===== src/rtl/jtag_user_pkg.sv =====
// Shared constants for the USER1 command chain: scan widths, function codes
// and the header/data phase encoding.
package jtag_user_pkg;

  localparam int unsigned FUNC_W = 8;
  localparam int unsigned DATA_W = 16;
  localparam int unsigned CNT_W  = 5;

  localparam logic [FUNC_W-1:0] F_NOP       = 8'h00;
  localparam logic [FUNC_W-1:0] F_WR_CTRL   = 8'h01;
  localparam logic [FUNC_W-1:0] F_RD_CTRL   = 8'h02;
  localparam logic [FUNC_W-1:0] F_RD_STATUS = 8'h03;
  localparam logic [FUNC_W-1:0] F_RESYNC    = 8'h04;
  localparam logic [FUNC_W-1:0] F_WR_DELAY  = 8'h05;

  typedef enum logic {
    ST_HDR  = 1'b0,
    ST_DATA = 1'b1
  } state_t;

endpackage


===== src/rtl/jtag_user_sr.sv =====
// USER1 data shift register with preload mux input and saturating bit counter.
// Ports:
//   tck, rst          clock, async active-high reset
//   shift_en          shift sdi in at the MSB (LSB-first scan)
//   load_en           load load_val and clear the counter
//   sdi, load_val     serial in, parallel preload value
//   sr, count         register contents, bits shifted since last preload
module jtag_user_sr
  import jtag_user_pkg::*;
#(
  parameter int unsigned SR_W = 16
) (
  input  logic             tck,
  input  logic             rst,
  input  logic             shift_en,
  input  logic             load_en,
  input  logic             sdi,
  input  logic [SR_W-1:0]  load_val,
  output logic [SR_W-1:0]  sr,
  output logic [CNT_W-1:0] count
);

  // Preload and shift are mutually exclusive by construction in the parent.
  always_ff @(posedge tck or posedge rst) begin
    if (rst) begin
      sr    <= '0;
      count <= '0;
    end else if (load_en) begin
      sr    <= load_val;
      count <= '0;
    end else if (shift_en) begin
      sr <= {sdi, sr[SR_W-1:1]};
      if (count != '1) count <= count + CNT_W'(1);
    end
  end

endmodule


===== src/rtl/jtag_user1_cmd.sv =====
// USER1 chain command decoder: header scan selects a function, optional data
// scan reads or writes CTRL / DELAY / STATUS, RESYNC is a one-cycle pulse.
// Ports:
//   TCK, RST                clock, async active-high reset
//   SEL1, SHIFT, UPDATE     BSCAN state decodes (change on negedge TCK)
//   BTDI, TDO1              serial in, serial out (= sr[0])
//   STATUS                  read-only status word captured at preload
//   CTRL, DELAY             control register, delay setting
//   RESYNC                  one-TCK pulse
//   FUNC                    last correctly sized header
//   DATA_MODE               next DR scan is a data scan
//   LEN_ERR                 sticky wrong-length flag
module jtag_user1_cmd #(
  parameter int unsigned       FUNC_W   = 8,
  parameter int unsigned       DATA_W   = 16,
  parameter logic [DATA_W-1:0] CTRL_RST = '0
) (
  input  logic              TCK,
  input  logic              RST,
  input  logic              SEL1,
  input  logic              SHIFT,
  input  logic              UPDATE,
  input  logic              BTDI,
  input  logic [DATA_W-1:0] STATUS,
  output logic              TDO1,
  output logic [DATA_W-1:0] CTRL,
  output logic [5:0]        DELAY,
  output logic              RESYNC,
  output logic [FUNC_W-1:0] FUNC,
  output logic              DATA_MODE,
  output logic              LEN_ERR
);

  import jtag_user_pkg::*;

  state_t              state_q, state_d;
  logic [DATA_W-1:0]   sr;
  logic [CNT_W-1:0]    count;
  logic [DATA_W-1:0]   preload_val;
  logic [FUNC_W-1:0]   hdr_code;
  logic                shift_en, load_en;
  logic                hdr_len_ok, data_len_ok;
  logic                func_we, ctrl_we, delay_we, resync_d, len_set, len_clr;

  // UPDATE wins over SHIFT if both are ever seen together.
  assign shift_en    = SEL1 & SHIFT & ~UPDATE;
  assign load_en     = SEL1 & ~SHIFT & ~UPDATE;
  assign hdr_code    = sr[DATA_W-1 -: FUNC_W];
  assign hdr_len_ok  = (count == CNT_W'(FUNC_W));
  assign data_len_ok = (count == CNT_W'(DATA_W));
  assign TDO1        = sr[0];
  assign DATA_MODE   = (state_q == ST_DATA);

  jtag_user_sr #(
    .SR_W (DATA_W)
  ) u_sr (
    .tck      (TCK),
    .rst      (RST),
    .shift_en (shift_en),
    .load_en  (load_en),
    .sdi      (BTDI),
    .load_val (preload_val),
    .sr       (sr),
    .count    (count)
  );

  // Read-back source for the data scan; headers always shift out zeros.
  always_comb begin
    preload_val = '0;
    if (state_q == ST_DATA) begin
      if (FUNC == F_RD_CTRL)        preload_val = CTRL;
      else if (FUNC == F_RD_STATUS) preload_val = STATUS;
    end
  end

  // Phase sequencing and update-time decode.
  always_comb begin
    state_d  = state_q;
    func_we  = 1'b0;
    ctrl_we  = 1'b0;
    delay_we = 1'b0;
    resync_d = 1'b0;
    len_set  = 1'b0;
    len_clr  = 1'b0;
    if (!SEL1) begin
      state_d = ST_HDR;
    end else if (UPDATE) begin
      if (state_q == ST_HDR) begin
        if (hdr_len_ok) begin
          func_we = 1'b1;
          case (hdr_code)
            F_WR_CTRL, F_RD_CTRL, F_RD_STATUS, F_WR_DELAY: state_d = ST_DATA;
            F_RESYNC: resync_d = 1'b1;
            default: ;
          endcase
        end else begin
          len_set = 1'b1;
        end
      end else begin
        state_d = ST_HDR;
        if (data_len_ok) begin
          case (FUNC)
            F_WR_CTRL:   ctrl_we  = 1'b1;
            F_WR_DELAY:  delay_we = 1'b1;
            F_RD_STATUS: len_clr  = 1'b1;
            default: ;
          endcase
        end else begin
          len_set = 1'b1;
        end
      end
    end
  end

  // State and output registers.
  always_ff @(posedge TCK or posedge RST) begin
    if (RST) begin
      state_q <= ST_HDR;
      CTRL    <= CTRL_RST;
      DELAY   <= '0;
      FUNC    <= '0;
      RESYNC  <= 1'b0;
      LEN_ERR <= 1'b0;
    end else begin
      state_q <= state_d;
      RESYNC  <= resync_d;
      if (func_we)  FUNC  <= hdr_code;
      if (ctrl_we)  CTRL  <= sr;
      if (delay_we) DELAY <= sr[5:0];
      if (len_set)      LEN_ERR <= 1'b1;
      else if (len_clr) LEN_ERR <= 1'b0;
    end
  end

endmodule


===== config.mk =====
export PLATFORM = sky130hd
export DESIGN_NAME = jtag_user1_cmd
export DESIGN_NICKNAME = d
export VERILOG_FILES = /design/src/rtl/jtag_user_pkg.sv /design/src/rtl/jtag_user_sr.sv /design/src/rtl/jtag_user1_cmd.sv
export SDC_FILE = /design/constraint.sdc
export NUM_CORES = 1
export LEC_CHECK = 0
export CORE_ASPECT_RATIO = 0.7
export CORE_MARGIN = 1
export CORE_UTILIZATION = 50
export CTS_CLUSTER_DIAMETER = 150
export DETAILED_ROUTE_END_ITERATION = 8
export PLACE_DENSITY = 0.78
export SLEW_MARGIN = 20
export SYNTH_ARGS = -nofsm -noshare
export SYNTH_HDL_FRONTEND = slang
export SYNTH_HIERARCHICAL = 1
export SYNTH_SLANG_ARGS = --single-unit

===== constraint.sdc =====
create_clock -name TCK -period 2.8 [get_ports TCK]
set_clock_uncertainty 0.1 [all_clocks]
set_input_delay 0.56 -clock TCK [delete_from_list [all_inputs] [get_ports TCK]]
set_output_delay 0.56 -clock TCK [all_outputs]
set_load 0.03 [all_outputs]

[Word level (Yosys, flattened, before mapping)]
Cells that the tools add are included.
Storage, ports and cells
  register bits after elaboration: 54
  input port bits: 22
  output and inout port bits: 34
  logic and storage cells: 77
Cells by class
  add/subtract/negate cells: 1
  equality and inequality tests: 13
  multiplexer cells: 44
  bitwise logic cells: 6
  reductions and logical operators: 5
Operators by type and width (number)
  $mux W16: 5
  $mux W1: 36
  $eq A8 B2 Y1 const B: 4
  $eq A8 B3 Y1 const B: 3
  $eq A8 B1 Y1 const B: 2
  $mux W5: 3
  $reduce_bool A2 Y1: 3
  $add A5 B1 Y5 const B: 1
  $eq A5 B4 Y1 const B: 1
  $eq A5 B5 Y1 const B: 1
  $ne A5 B5 Y1 const B: 1
  $and A1 B1 Y1: 4
  $reduce_or A4 Y1: 1
  $ne A2 B1 Y1 const B: 1
  $not A1 Y1: 2
  $reduce_and A2 Y1: 1

[Longest topological paths before layout]
Gate-level depths: netlist of run 1.
  depth after elaboration: 8
  gate-level depth with buffers: 7
  gate-level depth less buffers: 6

[Modules after synthesis]
The synthesis of run 1 kept the hierarchy.
By module, submodules not included
  jtag_user1_cmd: times used 1, cells an instance 132, area an instance 1664.1 sq um, sequential area each 825.8 sq um
  jtag_user_sr: times used 1, cells an instance 96, area an instance 999.7 sq um, sequential area each 525.5 sq um

[Least setup slack after synthesis of run 1]
OpenSTA, ideal clock, no wires.
  path kind: register to register
  from: reg FUNC[7]
  to: reg CTRL[0]
  library setup time: 0.125 ns
  data arrival time: 2.434 ns
  required time: 2.575 ns
  path slack: 0.141 ns
  stages on the path, launching flop included: 7
  path buffers: 2
  clock period less this slack: 2.659 ns
  cell sequence: dfrtp_1 > or4_4 > or3_1 > or4_1 > buf_6 > buf_12 > mux2_4
On the way
  longest elaborated chain between the ends: 6
Ends and longest elaborated chain
  from (decl): line jtag_user1_cmd.sv:29  | output logic [FUNC_W-1:0] FUNC,
  from (signal assigned): line jtag_user1_cmd.sv:127  | if (func_we) FUNC <= hdr_code;
  $eq A8 B1 Y1: line jtag_user1_cmd.sv:102  | case (FUNC)
  $mux W1: line jtag_user1_cmd.sv:102
  $mux W1: line jtag_user1_cmd.sv:101  | if (data_len_ok) begin
  $mux W1: line jtag_user1_cmd.sv:88  | if (state_q == ST_HDR) begin
  $mux W1: line jtag_user1_cmd.sv:87  | end else if (UPDATE) begin
  $mux W1: line jtag_user1_cmd.sv:85  | if (!SEL1) begin
  to (signal assigned): line jtag_user1_cmd.sv:128  | if (ctrl_we) CTRL <= sr;
  to (decl): line jtag_user1_cmd.sv:26  | output logic [DATA_W-1:0] CTRL,
Every way passes these cells.
A chain may end at the register's enable or synchronous reset.

[Worst setup path after layout of run 1]
  from: reg FUNC[7]
  to: reg CTRL[2]
The elaborated chain is that of the path after synthesis.

==> qor.yml, run 1 <==
synth:
  seq_area_frac_synth_pct: 50.73
  yosysMostFrequentCell: "dfrtp_1"
  synth.area.top_cells: "dfrtp_1 (51%), mux2i_1 (12%), mux2_2 (8.5%)"
  syn_nets: 252
  ys_types: 36
  synth-edff-count: 0
  yosysWarnings: 6
  ys_ff_latch: 54
  syn_inst: 228
  syn_avg_cell_area_um2: 11.68
  synth_ff_type: "dfrtp_1"
  netlist_area_um2: 2664
  synthDominantCellAreaShare_pct: 50.73
  yosys.area.top_type: "dfrtp_1"
  synth_commonest_cells: "dfrtp_1 (54), mux2i_1 (32), nand2_1 (24)"
  postSynth.asyncResetShare_pct: 100.0
run_status:
  status: "completed"
floorplanning:
  die_y_um: 63.07
  core_um2: 4940
  rows: 21
  ios: 56
  die-area_um2: 5628
  start_util_pct: 53.93
  die_w_um: 89.24
sta:
  fin_crit_ns: 2.540
  holdWs_ns: 0.4153
  drv_slew: 0
  max_freq_ghz: 0.3937
  fin_crit_sh_pct: 90.71
  rsz0062_at_grt: "no"
  tightest_slew_ns: 0.4310
  max_slew_margin_pct: 71.27
  setup_viol_count_final: 0
  hold_viol: 0
  setup_tns_ns: 0
clock_network:
  clockBufferDepth: 2
  cts_made_buffers: 5
  cts_num_sinks: 54
  cts_setup_buffers: 0
  clkTransAtPathRegs_ns: 0.09
  hold_buffers: 0
  cts_resized: 0
  cts_tree: "done"
  clk_latency_ns: 0.31
  cts-root-buf: "clkbuf_8"
  h-tree-depth: 2
global_routing:
  grt_pass1_wl_mm: 9.998
  grt_use_met2_pct: 35.11
  grt_overflow: 0
  grt_max_degree: 38
  grt.busiest_layer: "met1"
  grt_pass1_vias: 1984
  use_met1_pct: 35.18
  track_usage_pct: 23.65
  use_met3_pct: 4.718
  antenna_found_initial: 0
hold_path:
  whs_path_depth: 1
  hp-class: "flop to flop"
critical_path:
  crit_cells: 5
  cp.arrival_ns: 2.64
  crit_type: "flop to flop"
  r2r_cells: 5
  endpoint_kind: "flop"
  crit_path_top_delay_cell: "or4_4"
  cp_max_fo: 16
  crit_path_start: "FUNC[7]$_DFFE_PP0P_"
  crit_buf_inv: 1
  crit_end: "CTRL[2]$_DFFE_PP0P_"
  r2r-end: "CTRL[2]$_DFFE_PP0P_"
  start_kind: "flop"
  reg2reg_from: "FUNC[7]$_DFFE_PP0P_"
  path_delay_family: "simple AND/OR/NAND/NOR gates"
  path_cells: "or4_4 -> or3_1 -> or4_1 -> buf_4 -> mux2_4"
  cpPeakStageDelay_ns: 0.55
  required_ns: 2.90
  r2r_slack_ns: 0.26
power:
  power_switching_uw: 332.1
  totalPowerFinal_mw: 1.461
  ir_drop_v: 0.0003148
  seq_power_share_pct: 56.4
  clock_power_share_pct: 35.0
  combPwrFrac_pct: 8.6
  intPower_mw: 1.129
  power_density_nw_per_um2: 429.5
  p_leak_nw: 1.447
  switching_share_pct: 22.73
placement:
  hpwl_mm: 4.102
  placed_cells: 350
  port_buffers: 55
  place_congestion: 0.7674
cells_and_area:
  n_antenna_cell: 0
  fin_util_pct: 68.87
  nets: 312
  syn2layout_area_growth_pct: 27.71
  drive_above_1_share_pct: 17.99
  stdcell_count: 358
route:
  firstDrtPassIters: 4
  post-route-drc-count: 0
  vias: 1917
  drt-total-wl_mm: 5.820
  dr.first_iter.drc_count: 100
  wire_per_inst_um: 16.26
  vias_per_cell: 5.355
  drtAntennaViolNets: 0
job:
  cap_violations: 0
## cell usage in the layout (no fill, tap or decap), drive strengths merged, types with 2 or more instances in the layout
master,n
ha,2
or4,2
o21ai,17
clkdlybuf4s50,55
nor3,4
buf,10
inv,3
clkbuf,7
mux2,30
nor2,22
nand2,24
dfrtp,54
or3,2
nand3,4
a21oi,3
mux2i,32
nand3b,2
## layer usage
metal | wire (um) | vias to the layer above | part of all wire [%]
li1 | - | 915 | -
met1 | 2777 | 936 | 48
met2 | 2646 | 57 | 45
met3 | 318 | 9 | 5.5
met4 | 78 | 0 | 1.3
met5 | 0 | - | 0
## power by group through the flow
stage / sequential, mW / combinational (mW) / clock, mW
6_report: 0.824 / 0.126 / 0.511
5_1_grt: 0.827 / 0.143 / 0.547
4_1_cts: 0.824 / 0.128 / 0.515
3_5_place_dp: 0.839 / 0.128 / 0
3_3_place_gp: 0.838 / 0.124 / 0
2_1_floorplan: 0.835 / 0.0698 / 0
## sequential cells by signal, indices dropped and copies added (netlist names)
signal / count
CTRL: 16
DATA_MODE: 1
DELAY: 6
FUNC: 8
LEN_ERR: 1
RESYNC: 1
u_sr/count: 5
u_sr/sr: 16
## final cells by class
cell class | instances | area, um2
clock buffers | 7 | 76.32
clock inverters | 1 | 30.03
fillers | 405 | 1538
inverters | 3 | 11.26
multi-input cells | 159 | 1221
flip-flops and latches | 54 | 1351
well taps | 69 | 86.33
repair buffers | 65 | 625.6
## how the worst min path moves through the flow
stage	end	startpoint	slack [ns]
6_report	DELAY[1]$_DFFE_PP0P_	DELAY[1]$_DFFE_PP0P_	0.42
5_1_grt	DELAY[1]$_DFFE_PP0P_	DELAY[1]$_DFFE_PP0P_	0.45
4_1_cts	DELAY[1]$_DFFE_PP0P_	DELAY[1]$_DFFE_PP0P_	0.42
3_5_place_dp	DELAY[2]$_DFFE_PP0P_	DELAY[2]$_DFFE_PP0P_	0.40
3_3_place_gp	DELAY[0]$_DFFE_PP0P_	DELAY[0]$_DFFE_PP0P_	0.39
2_1_floorplan	CTRL[6]$_DFFE_PP0P_	u_sr/sr[6]$_DFFE_PP0P_	0.40
## per-stage QoR
stage               setup WS (ns)  area [um2]
floorplan                  0.1406        2664
global placement           0.2973        3296
detailed placement         0.2790        3296
CTS                        0.2625        3402
global route               0.2067        3402
finish                     0.2601        3402
## cell families after synthesis
kind of cell             synth area share (%)
AND/OR/NAND/NOR                         13.29
multiplexers                            26.12
flip-flops                              50.73
AO/OA/AOI/OAI                           4.650
buffers and inverters                   3.616
XOR/XNOR                               0.6577
adder cells (fa/ha/maj)                0.9393
Note: power is estimated with default switching activity, not from simulation.
==> run 2: changes to the inputs <==
--- a/config.mk
+++ b/config.mk
@@ -10,7 +10,7 @@
 export CORE_UTILIZATION = 50
 export CTS_CLUSTER_DIAMETER = 150
 export DETAILED_ROUTE_END_ITERATION = 8
-export PLACE_DENSITY = 0.78
+export PLACE_DENSITY = 0.75
 export SLEW_MARGIN = 20
 export SYNTH_ARGS = -nofsm -noshare
 export SYNTH_HDL_FRONTEND = slang
==> run 2 against run 1 <==
Effect of this change:
- worst setup slack gained 0.0048 ns
- via count shrank 1.9%
- non-clock buffer count shrank 1
- sequential cell count is the same
- routed wire length shrank 3.1%
- maximum frequency grew 0.19%
- critical path type unchanged
==> qor.yml, run 2 (synthesized netlist as in run 1, its figures left out) <==
sta:
  setup_viol_count_final: 0  # unchanged
  drv_slew: 0  # unchanged
  fin_crit_ns: 2.535  # -0.004807 ns
  finalWorstSetupSlack_ns: 0.2650  # +0.004807 ns
  max_freq_ghz: 0.3945  # +0.19%
  hold_viol: 0  # unchanged
  max_slew_margin_pct: 42.71  # -29 points
  fin_crit_sh_pct: 90.54  # -0.17 points
  setup_tns_ns: 0  # unchanged
  rsz0062_at_grt: "no"
  tightest_slew_ns: 0.8584  # +0.4274 ns
cells_and_area:
  seq_area_um2: 1351  # unchanged
  syn2layout_area_growth_pct: 27.52
  final_common_cell: "clkdlybuf4s50_1"
  largest_registers: "CTRL: 16 flops, u_sr/sr: 16 flops, FUNC: 8 flops"
  drive_above_1_share_pct: 18.40  # +0.41 points
  layout_common_cells: "clkdlybuf4s50_1 (55), dfrtp_1 (54), mux2i_1 (32)"
  nets: 311  # -0.32%
  n_antenna_cell: 0  # unchanged
  nFillCells: 407  # +0.49%
  multi_input_area_um2: 1221  # unchanged
floorplanning:
  start_util_pct: 53.93  # unchanged
  die-area_um2: 5628  # unchanged
  ios: 56  # unchanged
  die_y_um: 63.07  # unchanged
  core_um2: 4940  # unchanged
  rows: 21  # unchanged
  die_w_um: 89.24  # unchanged
power:
  seq_power_share_pct: 56.2  # -0.2 points
  combPwrFrac_pct: 8.6  # about the same
  clock_power_share_pct: 35.2  # +0.2 points
  totalPowerFinal_mw: 1.466  # +0.36%
  power_switching_uw: 342.3  # +3.1%
  p_leak_nw: 1.448  # about the same
  switching_share_pct: 23.35  # +0.61 points
  power_density_nw_per_um2: 431.7  # +0.51%
  intPower_mw: 1.124  # -0.43%
  ir_drop_v: 0.0003374  # +7.2%
placement:
  port_buffers: 55  # unchanged
  hpwl_mm: 3.997  # -2.5%
  place_ws_ns: 0.2832  # +0.004249 ns
  place_congestion: 0.7418  # -3.3%
critical_path:
  r2r-end: "CTRL[15]$_DFFE_PP0P_"
  cp.arrival_ns: 2.63  # about the same
  reg2reg_from: "FUNC[7]$_DFFE_PP0P_"
  r2r_slack_ns: 0.26  # about the same
  crit_path_start: "FUNC[7]$_DFFE_PP0P_"
  r2r_cells: 5  # unchanged
  endpoint_kind: "flop"
  crit_type: "flop to flop"
  start_kind: "flop"
  cp_max_fo: 16  # unchanged
  required_ns: 2.89  # about the same
route:
  drtAntennaViolNets: 0  # unchanged
  vias: 1881  # -1.9%
  wire_per_inst_um: 15.80  # -2.8%
  dr.first_iter.drc_count: 108  # +8.0%
  drt-total-wl_mm: 5.642  # -3.1%
  vias_per_cell: 5.269  # -1.6%
  firstDrtPassIters: 4  # unchanged
  post-route-drc-count: 0  # unchanged
run_status:
  status: "completed"
clock_network:
  cts_made_buffers: 5  # unchanged
  clk_latency_ns: 0.30  # about the same
  h-tree-depth: 2  # unchanged
  clockBufferDepth: 2  # unchanged
  cts_setup_buffers: 0  # unchanged
  clkTransAtPathRegs_ns: 0.09  # about the same
  cts_tree: "done"
  hold_buffers: 0  # unchanged
  cts-root-buf: "clkbuf_8"
  cts_resized: 0  # unchanged
  cts_num_sinks: 54  # unchanged
global_routing:
  grt_pass1_wl_mm: 9.749  # -2.5%
  grt_max_degree: 38  # unchanged
  grt_overflow: 0  # unchanged
  grt_pass1_vias: 1955  # -1.5%
  antenna_found_initial: 0  # unchanged
  track_usage_pct: 22.88  # -0.78 points
hold_path:
  hold_start: "DELAY[2]$_DFFE_PP0P_"
  holdPathEnd: "DELAY[2]$_DFFE_PP0P_"
  whs_path_depth: 1  # unchanged
  hp-class: "flop to flop"
job:
  cap_violations: 0  # unchanged
## run 2: layer usage
metal / vias up / GRT usage (%) / part of all wire, %
met2: 40 / 34.35 / 45
met3: 4 / 4.194 / 3.6
met1: 924 / 35.44 / 51
met5: - / 0 / 0
met4: 0 / 2.976 / 0.46
li1: 913 / - / -
## run 2: worst max-delay path, cell delays in order (launching register included)
cell and delay, ns:
dfrtp_1 0.40, or4_4 0.55, or3_1 0.31, or4_1 0.50
buf_4 0.24, mux2_4 0.32
## run 2: power groups by stage
| stage | registers (mW) | clock network, mW | logic (mW) |
|---|---|---|---|
| 2_1_floorplan | 0.835 | 0 | 0.0698 |
| 3_3_place_gp | 0.838 | 0 | 0.123 |
| 3_5_place_dp | 0.839 | 0 | 0.126 |
| 4_1_cts | 0.823 | 0.527 | 0.127 |
| 5_1_grt | 0.829 | 0.563 | 0.141 |
| 6_report | 0.824 | 0.517 | 0.126 |
## run 2: cell type report
cell class	count	area share, %
repair buffers	64	18.20
multi-input cells	159	35.95
clock inverters	3	1.179
flip-flops and latches	54	39.78
clock buffers	5	2.026
inverters	3	0.3315
well taps	69	2.541
## run 2: through the flow
| stage | instance area [um2] | utilization, % | instances | hold slack, ns |
|---|---|---|---|---|
| after floorplan | 2664 | - | 228 | 0.4023 |
| after global placement | 3288 | 66.57 | 349 | 0.3905 |
| after detailed placement | 3288 | 66.57 | 349 | 0.3952 |
| after CTS | 3397 | 68.77 | 357 | 0.4203 |
| after global routing | 3397 | 68.77 | 357 | 0.4468 |
| final | 3397 | 68.77 | 357 | 0.4149 |
## run 2: worst max-delay path by stage
stage                     depth (start not counted)                   end  slack, ns
after floorplan                                   6   CTRL[0]$_DFFE_PP0P_       0.14
after global placement                            5   CTRL[2]$_DFFE_PP0P_       0.30
after detailed placement                          5  CTRL[15]$_DFFE_PP0P_       0.28
after CTS                                         5  CTRL[15]$_DFFE_PP0P_       0.26
after global routing                              5  CTRL[15]$_DFFE_PP0P_       0.18
final                                             5  CTRL[15]$_DFFE_PP0P_       0.26
==> run 3: changes to the inputs <==
--- a/config.mk
+++ b/config.mk
@@ -8,7 +8,8 @@
 export CORE_ASPECT_RATIO = 0.7
 export CORE_MARGIN = 1
 export CORE_UTILIZATION = 50
-export CTS_CLUSTER_DIAMETER = 150
+export CTS_CLUSTER_DIAMETER = 50
+export CTS_CLUSTER_SIZE = 25
 export DETAILED_ROUTE_END_ITERATION = 8
 export PLACE_DENSITY = 0.75
 export SLEW_MARGIN = 20
==> results of run 3 <==
Final layout, timing and power as in run 2 (identical DEF).
